===== config.mk =====
export PLATFORM = sky130hd
export DESIGN_NAME = mux_dec_unit
export DESIGN_NICKNAME = d
export VERILOG_FILES = /design/src/rtl/mux_dec_unit.sv
export SDC_FILE = /design/constraint.sdc
export NUM_CORES = 1
export LEC_CHECK = 0
export CAP_MARGIN = 40
export CORE_ASPECT_RATIO = 0.9
export CORE_MARGIN = 10
export CORE_UTILIZATION = 40
export CTS_CLUSTER_SIZE = 40
export DETAILED_ROUTE_END_ITERATION = 16
export GPL_ROUTABILITY_DRIVEN = 0
export MAX_ROUTING_LAYER = met4
export PLACE_DENSITY_LB_ADDON = 0.3
export RECOVER_POWER = 100
export REMOVE_ABC_BUFFERS = 1
export SYNTH_ARGS = -nofsm -noshare
export SYNTH_HDL_FRONTEND = slang
export SYNTH_SLANG_ARGS = --single-unit

===== constraint.sdc =====
create_clock -name clk -period 1.3 [get_ports clk]
set_clock_uncertainty 0.1 [all_clocks]
set_input_delay 0.195 -clock clk [delete_from_list [all_inputs] [get_ports clk]]
set_output_delay 0.195 -clock clk [all_outputs]
set_load 0.1 [all_outputs]

===== src/rtl/mux_dec_unit.sv =====
// Registered 2:1 code mux feeding a 3-to-8 enabled decoder.
// All three outputs come from one register stage, so there is no input-to-output combinational path.
module mux_dec_unit (
  input  logic       clk,
  input  logic       rst,
  input  logic [2:0] in1,
  input  logic [2:0] in2,
  input  logic       select,
  input  logic       en,
  output logic [2:0] mux_out,
  output logic [7:0] dec_out,
  output logic [7:0] not_dec_out
);

  logic [2:0] m;
  logic [7:0] d;

  always_comb begin
    m = select ? in2 : in1;
  end

  // Decode the live mux result, not mux_out, so the code and decode register together.
  always_comb begin
    d = '0;
    if (en) begin
      for (int unsigned i = 0; i < 8; i++) begin
        d[i] = (m == 3'(i));
      end
    end
  end

  always_ff @(posedge clk) begin
    if (rst) begin
      mux_out     <= '0;
      dec_out     <= '0;
      not_dec_out <= '1;
    end else begin
      mux_out     <= m;
      dec_out     <= d;
      not_dec_out <= ~d;
    end
  end

endmodule


# --- Word-level counts from Yosys, hierarchy flattened ---
# Cells that the tools add are included.
# Widths: inputs -> output; s select.
word_totals:
  ff_bits: 19
  latch_bits: 0
  ramBits: 0
  romBits: 0
  input_bits: 10
  output_inout_bits: 19
  elab_cells: 14
  memories: 0
classes:
  addsub: 0
  multipliers: 0
  div_mod_pow: 0
  magnitude_cmp: 0
  eq_ne: 7
  shifts: 0
  mux: 2
  n_bitwise: 1
  reduce_logical: 1
ops:
  columns: ["operator", "count"]
  rows:
  - ["$eq 3x3->1 const B", 4]
  - ["$mux 8", 1]
  - ["$not 8->8", 1]
  - ["$eq 3x2->1 const B", 2]
  - ["$eq 3x1->1 const B", 1]
  - ["$logic_not 3->1", 1]
  - ["$mux 3", 1]

# --- Logic depth before layout (Yosys ltp) ---
logic_depth:
  ltp_word: 4
  mapped_depth: 4
  ltp_nobuf: 2

# --- Worst setup path after synthesis ---
# No wires, ideal clock.
synth_path:
  path_type: "register to output"
  from: "register dec_out[0]"
  to: "output port dec_out[0]"
  arrival_time_ns: 0.909
  t_required_ns: 1.005
  slack_ns: 0.096
  path_stages_with_launch: 1
  n_path_buf: 0
  cell_sequence: "dfxtp_1"
synth_rtl:
  columns: ["item", "line", "rtl"]
  rows:
  - ["from (decl)", "11", "output logic [7:0] dec_out,"]
  - ["from (signal assigned)", "35", "dec_out <= '0;"]
  - ["from (signal assigned)", "39", "dec_out <= d;"]
# No word-level cell between the ends.

# --- Final worst setup path ---
layout_path:
  from: "input port in1[0]"
  to: "register dec_out[5]"
layout_via:
  elab_chain_cells: 3
layout_lines:
  columns: ["item", "line", "rtl"]
  rows:
  - ["from (decl)", "6", "input logic [2:0] in1,"]
  - ["$mux 3", "19", "m = select ? in2 : in1;"]
  - ["$eq 3x3->1", "27", "d[i] = (m == 3'(i));"]
  - ["$mux 8", "25", "if (en) begin"]
# No other way between the ends.
# A chain may end at the register's enable or synchronous reset.

==> impl_metrics.toml <==
[outcome]
status = "finished clean"

[clock_tree]
clock_sinks = 19
cts_setup_buffers = 0
cts_tree = "done"
cts.clk_slew.worst_paths_ns = 0.10
cts.root.buffer_cell = "clkbuf_4"
postCtsHoldBufs = 0
cts_max_path_buffers = 2
cts_buffers = 3
h-tree-depth = 1

[worst_setup_path]
cp-start-kind = "primary input"
critPathMaxFanout = 5
end_kind = "flop"
crit_type = "in2reg"
required_ns = 1.41
arrival_ns = 1.39

[detailed_routing]
wl_per_cell_um = 16.3
vias = 651
via_per_inst = 5.17
drc = 0
wl_um = 2050
detail-route-antenna-nets = 0
drtPass1Iterations = 4
drt-initial-drc-count = 17

[hold_path]
worstHoldStart = "in2[0]"
min_to = "dec_out[1]"
hold_depth = 3
hold_path_class = "in2reg"

[cells_and_area]
seqCellArea_um2 = 380
finalNonFillerCells = 126
antenna_cells = 0
layout_commonest_cell = "buf_4"
nFillCells = 130
postLayoutCellArea_mm2 = 0.00112
layout_common_cells = "25 x buf_4, 19 x dfxtp_1, 7 x clkdlybuf4s50_1, 6 x o211ai_1, 6 x a211oi_1"
utilization_pct = 67.4
area_growth_pct = 60.3
fin_nets = 113
multiInputGateArea_um2 = 314
drive_gt1_share_pct = 37.3

[floorplanning]
core_mm2 = 0.00166
row_count = 14
die_area_mm2 = 0.00382
io_pins = 29
die_x_um = 64.1
die_h_um = 59.7
start_util_pct = 42.0

[pwr]
ir_drop_mv = 0.566
seq_power_share_pct = 50.9
clockPowerShare_pct = 24.2
intPower_mw = 0.817
p_per_area_mw_per_mm2 = 1060
comb_power_share_pct = 25.0
leakage_nw = 0.465
p_total_mw = 1.19
netSwitchingFraction_pct = 31.1
switchingPower_mw = 0.369

[timing]
period_minus_slack_ns = 1.28
worst_pin_slew_ns = 0.320
timing.fmax_ghz = 0.780
relSlewSlack_pct = 78.6
post-route-period-util_pct = 98.6
hold_viol_final = 0
setup_viol = 0
drv_slew = 0

[logic_synthesis]
synth_cell_type_count = 19
syn_area_um2 = 699
yosys.area.top_type_share_pct = 54.4
ys_seq_elements = 19
yosys.area.top_type = "dfxtp_1"
synth.avg_cell_area_um2 = 11.5
ys_warn_count = 0
synth_seq_area_share_pct = 54.4
synth_area_leaders = "dfxtp_1 54%, a211oi_1 8.6%, o211ai_1 6.4%, mux2i_1 4.3%, or3b_1 3.8%"
syn_inst = 61

[grt]
grt_pass1_vias = 700
overflow = 0
grt_max_degree = 11
grtUsageTotal_pct = 10.8
antenna_found_initial = 0
grt_pass1_wl_um = 3260

[placed_design]
port_buffers = 28
dp.cells = 122
place.detailed.hpwl_um = 1620
dpl_cell_area_mm2 = 0.00127

[flow_run]
drv_cap = 0
-- power groups by stage --
stage | combinational (mW) | clock [mW] | sequential (mW)
finish | 0.296 | 0.287 | 0.603
global route | 0.309 | 0.318 | 0.605
CTS | 0.326 | 0.294 | 0.611
detailed placement | 0.326 | 0 | 0.625
global placement | 0.317 | 0 | 0.624
floorplan | 0.0508 | 0 | 0.731
-- registers in the layout (all words and copies together) (netlist names) --
signal and flops:
dec_out 8, mux_out 3, not_dec_out 8
-- layer usage --
metal  part of all wire (%)  global-route usage (%)  wire length, um  vias up
li1                       -                       -                -      315
met1                     44                    11.4              903      312
met2                     50                    19.0             1030       22
met3                    5.3                    3.93              108        2
met4                   0.44                    2.80                9        0
met5                      0                       -                0        -
-- metrics by stage --
step                 TNS [ns]  hold slack (ns)  worst slack [ns]
detailed placement      -6.69            0.562            -0.442
global placement        -5.87            0.562            -0.372
CTS                         0            0.453           0.00760
global route        -0.000252            0.272         -0.000252
floorplan                   0            0.167            0.0960
finish                      0            0.255            0.0181
-- worst max-delay path: stages --
cell             delay (ns)
clkdlybuf4s50_1        0.54
or3b_4                 0.42
a211oi_1               0.24
-- worst max-delay path by stage --
| stage | startpoint | endpoint | slack (ns) | cells past startpoint |
|---|---|---|---|---|
| 2_1_floorplan | dec_out[0] | dec_out[0] | 0.1 | 0 |
| 3_3_place_gp | select | not_dec_out[3] | -0.37 | 3 |
| 3_5_place_dp | select | not_dec_out[4] | -0.44 | 4 |
| 4_1_cts | in1[0] | dec_out[0] | 0.008 | 3 |
| 5_1_grt | in1[0] | dec_out[5] | -0.0003 | 3 |
| 6_report | in1[0] | dec_out[5] | 0.02 | 3 |
-- cell usage after synthesis --
| cell type | number |
|---|---|
| nand3b_1 | 3 |
| nor3_1 | 1 |
| or3_1 | 1 |
| mux2_4 | 1 |
| buf_4 | 1 |
| a211o_1 | 2 |
| clkbuf_1 | 1 |
| o211ai_1 | 6 |
| buf_6 | 1 |
| nor3b_1 | 3 |
| dfxtp_1 | 19 |
| a211oi_1 | 8 |
| nor2_1 | 3 |
| or3b_1 | 3 |
| and3b_1 | 2 |
| nor2b_1 | 1 |
| nand3_1 | 1 |
| nand2b_1 | 1 |
| mux2i_1 | 3 |
-- cell families (layout without fill, tap and decap cells) --
kind of cell | after synthesis | in the layout | synth area share, %
compound gates | 16 | 16 | 17.5
buf+inv | 3 | 44 | 3.22
flops | 19 | 19 | 54.4
mux | 4 | 4 | 6.44
simple gates | 19 | 19 | 18.4
-- cell type report --
| cell class | count | share of cell area, % |
|---|---|---|
| multi-input combinational | 39 | 28.0 |
| clock buffer | 4 | 2.34 |
| timing repair buffer | 40 | 33.0 |
| tap | 24 | 2.68 |
| sequential | 19 | 33.9 |
-- timing repair --
| action | CTS | global route |
|---|---|---|
| setup endpoints to repair | 16 | 4 |
| resized for setup | 1 | 5 |
| endpoints found under the hold margin | 0 | 0 |
Power figures use the tool's default switching activity.
